File: config.mk
export PLATFORM = sky130hd
export DESIGN_NAME = input_buffer
export DESIGN_NICKNAME = d
export VERILOG_FILES = /design/src/rtl/input_buffer.sv
export SDC_FILE = /design/constraint.sdc
export NUM_CORES = 1
export LEC_CHECK = 0
export ABC_CLOCK_PERIOD_IN_PS = 3100
export CORE_MARGIN = 2
export CORE_UTILIZATION = 49
export CTS_BUF_LIST = sky130_fd_sc_hd__clkbuf_8
export DETAILED_ROUTE_END_ITERATION = 12
export PLACE_DENSITY = 0.78
export SLEW_MARGIN = 20
export SYNTH_ARGS = -nofsm -noshare
export SYNTH_HDL_FRONTEND = slang
export SYNTH_SLANG_ARGS = --single-unit
File: constraint.sdc
create_clock -name i_clk -period 3.1 [get_ports i_clk]
set_input_delay 0.62 -clock i_clk [delete_from_list [all_inputs] [get_ports i_clk]]
set_output_delay 0.62 -clock i_clk [all_outputs]
set_load 0.1 [all_outputs]
File: src/rtl/input_buffer.sv
// input_buffer: memory-mapped input peripheral in the 0x78xx page.
// Synchronises board switches and push-buttons, debounces the buttons,
// latches button presses in sticky write-1-to-clear flags and serves
// byte/half/word loads from the LSU. The load path is purely combinational.
module input_buffer #(
    parameter int DEBOUNCE_CYCLES = 500000,
    parameter int NUM_BTN         = 4
) (
    input  logic               i_clk,
    input  logic               i_rst_n,
    input  logic [15:0]        i_in_buf_addr,
    input  logic [31:0]        i_in_buf_data,
    input  logic               i_lsu_wren,
    input  logic [2:0]         i_control,
    input  logic [31:0]        i_io_sw,
    input  logic [NUM_BTN-1:0] i_io_btn,
    output logic [31:0]        o_in_buf_data
);

    // Counter must hold DEBOUNCE_CYCLES-1; keep at least one bit for tiny values.
    localparam int CNT_W = (DEBOUNCE_CYCLES > 2) ? $clog2(DEBOUNCE_CYCLES) : 1;
    localparam logic [CNT_W-1:0] CNT_LAST = CNT_W'(DEBOUNCE_CYCLES - 1);

    // func3 encodings of the loads and stores this block understands.
    typedef enum logic [2:0] {
        F3_LB  = 3'b000,
        F3_LH  = 3'b001,
        F3_LW  = 3'b010,
        F3_LBU = 3'b100,
        F3_LHU = 3'b101
    } load_f3_e;

    // Word indices (offset[7:2]) of the mapped registers.
    localparam logic [5:0] WORD_SW   = 6'h00;
    localparam logic [5:0] WORD_LVL  = 6'h04;
    localparam logic [5:0] WORD_EDGE = 6'h05;

    logic               sel;
    logic [7:0]         offset;

    logic [31:0]        sw_meta;
    logic [31:0]        sw_sync;
    logic [NUM_BTN-1:0] btn_meta;       // raw, active-low
    logic [NUM_BTN-1:0] btn_sync;       // raw, active-low
    logic [NUM_BTN-1:0] btn_pressed;    // synced, active-high

    logic [CNT_W-1:0]   db_cnt [NUM_BTN];
    logic [NUM_BTN-1:0] btn_level;      // debounced pressed state
    logic [NUM_BTN-1:0] btn_level_q;    // previous debounced state, for rise detect
    logic [NUM_BTN-1:0] btn_edge;       // sticky press flags

    logic               clr_lane0;
    logic [NUM_BTN-1:0] clr_mask;

    logic [31:0]        reg_word;
    logic [7:0]         ld_byte;
    logic [15:0]        ld_half;

    // Store data above the flag bits has no destination.
    logic unused_store_bits;
    assign unused_store_bits = ^i_in_buf_data[31:NUM_BTN];

    assign sel         = (i_in_buf_addr[15:8] == 8'h78);
    assign offset      = i_in_buf_addr[7:0];
    assign btn_pressed = ~btn_sync;

    // Two-flop synchronisers; button stages reset to the released (high) level.
    always_ff @(posedge i_clk) begin
        // NOTE: state registers use non-blocking assignments so every flop
        // samples pre-edge values and the chain behaves as a true pipeline.
        if (!i_rst_n) begin
            sw_meta  <= '0;
            sw_sync  <= '0;
            btn_meta <= '1;
            btn_sync <= '1;
        end else begin
            sw_meta  <= i_io_sw;
            sw_sync  <= sw_meta;
            btn_meta <= i_io_btn;
            btn_sync <= btn_meta;
        end
    end

    // Per-button debounce: the synced level must differ for DEBOUNCE_CYCLES
    // consecutive cycles before the debounced state follows it.
    always_ff @(posedge i_clk) begin
        if (!i_rst_n) begin
            btn_level <= '0;
            // NOTE: the counter array is explicitly reset; it is a handful of
            // flops, not a RAM, and a stale count would shorten the first debounce.
            for (int i = 0; i < NUM_BTN; i++) begin
                db_cnt[i] <= '0;
            end
        end else begin
            for (int i = 0; i < NUM_BTN; i++) begin
                if (btn_pressed[i] == btn_level[i]) begin
                    db_cnt[i] <= '0;
                end else if (db_cnt[i] == CNT_LAST) begin
                    btn_level[i] <= btn_pressed[i];
                    db_cnt[i]    <= '0;
                end else begin
                    db_cnt[i] <= db_cnt[i] + CNT_W'(1);
                end
            end
        end
    end

    // Work out which flag bits a store is clearing this cycle.
    always_comb begin
        // NOTE: every output of a combinational block gets a default first so
        // no path leaves it unassigned and no latch is inferred.
        clr_lane0 = 1'b0;
        clr_mask  = '0;
        // Byte lane 0 (offset 0x14) is written only if the access covers it.
        case (i_control[1:0])
            2'b00:   clr_lane0 = (offset[1:0] == 2'b00);
            2'b01:   clr_lane0 = ~offset[1];
            2'b10:   clr_lane0 = 1'b1;
            default: clr_lane0 = 1'b0;
        endcase
        if (sel && i_lsu_wren && (offset[7:2] == WORD_EDGE) && clr_lane0) begin
            clr_mask = i_in_buf_data[NUM_BTN-1:0];
        end
    end

    // Sticky press flags: set on a debounced rise, cleared by write-1; set wins.
    always_ff @(posedge i_clk) begin
        if (!i_rst_n) begin
            btn_level_q <= '0;
            btn_edge    <= '0;
        end else begin
            btn_level_q <= btn_level;
            btn_edge    <= (btn_edge & ~clr_mask) | (btn_level & ~btn_level_q);
        end
    end

    // Load path: pick the addressed word, then the lane, then extend.
    always_comb begin
        reg_word      = '0;
        ld_byte       = '0;
        ld_half       = '0;
        o_in_buf_data = '0;

        case (offset[7:2])
            WORD_SW:   reg_word = sw_sync;
            WORD_LVL:  reg_word = 32'(btn_level);
            WORD_EDGE: reg_word = 32'(btn_edge);
            default:   reg_word = '0;
        endcase

        case (offset[1:0])
            2'b00:   ld_byte = reg_word[7:0];
            2'b01:   ld_byte = reg_word[15:8];
            2'b10:   ld_byte = reg_word[23:16];
            default: ld_byte = reg_word[31:24];
        endcase

        ld_half = offset[1] ? reg_word[31:16] : reg_word[15:0];

        if (sel) begin
            case (i_control)
                F3_LB:   o_in_buf_data = {{24{ld_byte[7]}}, ld_byte};
                F3_LBU:  o_in_buf_data = {24'h0, ld_byte};
                F3_LH:   o_in_buf_data = {{16{ld_half[15]}}, ld_half};
                F3_LHU:  o_in_buf_data = {16'h0, ld_half};
                F3_LW:   o_in_buf_data = reg_word;
                default: o_in_buf_data = '0;
            endcase
        end
    end

endmodule
==> run metrics <==
vias in the first global route=5973; RSZ-0062 raised after global routing=yes; via count of the routed design=6197; Worst Skew=0.0134 ns; TNS Setup=0 ns; slew of the pin with the lowest slew margin=0.725 ns; max cap viols=0; Reg-to-Reg Start=db_cnt[2][12]; Initial Util=50.3%; Inst Count DP=1146; routability cong.=0.910; All-Layer GR Usage=21.8%; Avg WL per Cell=14.6 microns; period utilization=99.3%; final hold viol count=0; Post-synth EDFFs=76; grt ovf=0; Static Leakage=3.69 nW; status=finished, final reports clean; antenna violations before repair=0; Hold Crit Class=reg2reg; Crit-path slowest cell=clkdlybuf4s50_1; htree depth=4; Die Height=129 microns; setup slack after layout=0.0204 ns; clock tree buffer depth=2; Worst R2R End=db_cnt[2][10]; CP delay by family, top=buffers and inverters; vias per cell=5.24; crit path from=i_in_buf_addr[0]; Distinct cells, synth=62; CTS Sinks=160; worst slack, placed=-0.142 ns; final setup vio count=0; post-DP HPWL=12800 microns; Die ar.=0.0166 sq mm; Final #Nets=1076; R2R depth=5; Die Wd=129 microns; TritonCTS buffer count=17; WP data required=2.48 ns; total power=4.38 mW; drt pass-1 iters=7; GRT busiest layer=met2; Max Freq=325 MHz; Hold-fix buffers, CTS=0; Netlist Area Pre-Place=0.00765 sq mm; M2 GR Usage=35.7%; kind of critical path=in2out; Worst Hold Launch=btn_meta[1]; Gate Count Post-Synth=778; Root Buffer Master=clkbuf_8; Worst Setup EP=o_in_buf_data[5]; Critical Path Stages=6; slowest stage delay, CP=0.55 ns; reg-to-reg slack, setup=0.84 ns; dominant synthesized flop cell=dfxtp_1; CP max FO=4; met1 Usage GRT=28.8%; leading area contributor after synthesis=edfxtp_1; fin cells=1183; global-route wire length before repair=28400 microns; max_slew headroom=51.7%; area fraction of the dominant cell type after synthesis=29.8%; CP arrival=2.46 ns; fraction of layout instances using a drive strength above 1=18.6%; worst-skew pair later-pin latency=0.46 ns; FILL cells=1145; Avg Cell Area, Syn=9.83 sq um; M3 GR Usage=5.82%; largest net degree at the start of global routing=77; Core Area=0.0152 sq mm; CP endpoint kind=output pin; startpoint class of the critical path=primary input; Post-DRT Antenna Nets=0; CP bufs+invs=3; Yosys warnings=0; Layout area overhead=38.4%; I/O Buffers=93; minimum clock period=3.08 ns; # IOs=122; row count=45; CTS tree=done; Reg clk slew, reported paths=0.08 ns; Max VDD drop=0.270 mV; max-slew violations=0; synth top area cells=edfxtp_1 (30%), dfxtp_1 (22%), and2_1 (5.6%); DRC viols=0; Power Density=414 mW/mm^2; ant diodes=0; Seq cells post-synth=160; Routed WL=17300 microns; tightest hold margin=0.416 ns; Iteration-0 DRC Markers=431; Post-synth ARST share=0%; Seq/Total Area, Yosys=51.8%; crit path cell chain=clkdlybuf4s50_1, buf_4, mux4_2, a222oi_1, nor2_4, buf_12
Yosys cell counts, types with 3 or more instances:
library cell,number
a31o_2,3
nor4b_1,10
and3_1,4
nor3_1,8
buf_2,5
xnor2_1,41
o31ai_1,12
nand2_1,61
mux2i_1,5
dfxtp_1,84
or4_1,14
a21oi_1,56
o211ai_1,3
a31oi_1,4
or2_2,5
o21ai_0,29
nand4_1,13
nor2_1,70
a21o_1,7
nand3_1,35
nor4_1,16
edfxtp_1,76
and4_1,5
or3_1,18
xor2_1,11
mux4_2,3
nand2b_1,9
inv_1,19
o21bai_1,3
or3_2,3
nor2b_1,10
and2_1,68
ha_1,4
clkbuf_1,28
sequential cells by signal, indices dropped and copies added, names as in the netlist:
name and flops:
btn_edge 4, btn_level_q 4, btn_meta 4, sw_meta 32
sw_sync 32, btn_level 4, db_cnt 76, btn_sync 4
how the worst min path moves through the flow:
stage             endpoint  slack, ns  cells after the start
2_1_floorplan  btn_sync[0]       0.39                      1
3_3_place_gp   btn_sync[2]       0.40                      1
3_5_place_dp   btn_sync[1]       0.40                      1
4_1_cts        btn_sync[1]       0.42                      1
5_1_grt        btn_sync[2]       0.44                      1
6_report       btn_sync[1]       0.42                      1
cell type report:
type | count | area, sq um | area share, %
multi-input cells | 641 | 4170 | 39.3
flip-flops and latches | 160 | 3960 | 37.4
repair buffers | 143 | 1710 | 16.1
clock buffers | 19 | 262 | 2.47
well taps | 188 | 235 | 2.22
clock inverters | 13 | 183 | 1.73
inverters | 19 | 71.3 | 0.674
cells in the final DEF (no fill, tap or decap), drive strengths merged, types with 8 or more instances in the layout:
master / n
a21oi: 56
and2: 68
buf: 82
clkbuf: 20
clkdlybuf4s50: 51
conb: 76
dfxtp: 84
edfxtp: 76
inv: 23
nand2: 61
nand2b: 9
nand3: 37
nand4: 13
nor2: 70
nor2b: 10
nor3: 8
nor4: 16
nor4b: 10
o21ai: 29
o31ai: 12
or3: 21
or4: 14
xnor2: 41
xor2: 11
cell families after synthesis:
kind of cell | synth area share [%]
AOI/OAI and AO/OA | 11.0
DFF | 51.8
and+or+nand+nor | 26.1
adders and majority gates | 0.654
xor gates and xnor gates | 5.95
other | 0.0490
muxes | 1.83
buffers and inverters | 2.63
power breakdown:
group | internal, mW | leakage [nW] | total, mW | switching (mW)
Combinational | 0.177 | 1.98 | 0.326 | 0.150
Sequential | 2.30 | 1.48 | 2.37 | 0.0701
Clock | 0.923 | 0.232 | 1.69 | 0.764
per-stage QoR:
step / area [sq um] / util (%)
5_1_grt: 10600 / 69.6
6_report: 10600 / 69.6
4_1_cts: 10500 / 69.2
3_3_place_gp: 10000 / 65.8
3_5_place_dp: 10000 / 65.8
2_1_floorplan: 8260 / -
layer usage:
layer / routed length, microns / vias to the layer above
met5: 0 / -
met4: 210 / 0
met3: 911 / 15
met2: 8090 / 166
met1: 8040 / 2876
li1: - / 3140
what timing repair did:
action,CTS,global route
setup endpoints to repair,32,26
gates resized for setup,16,18
buffers inserted,2,3
cloned,1,0
pin swaps,5,10
(Power assumes the default switching activity.)
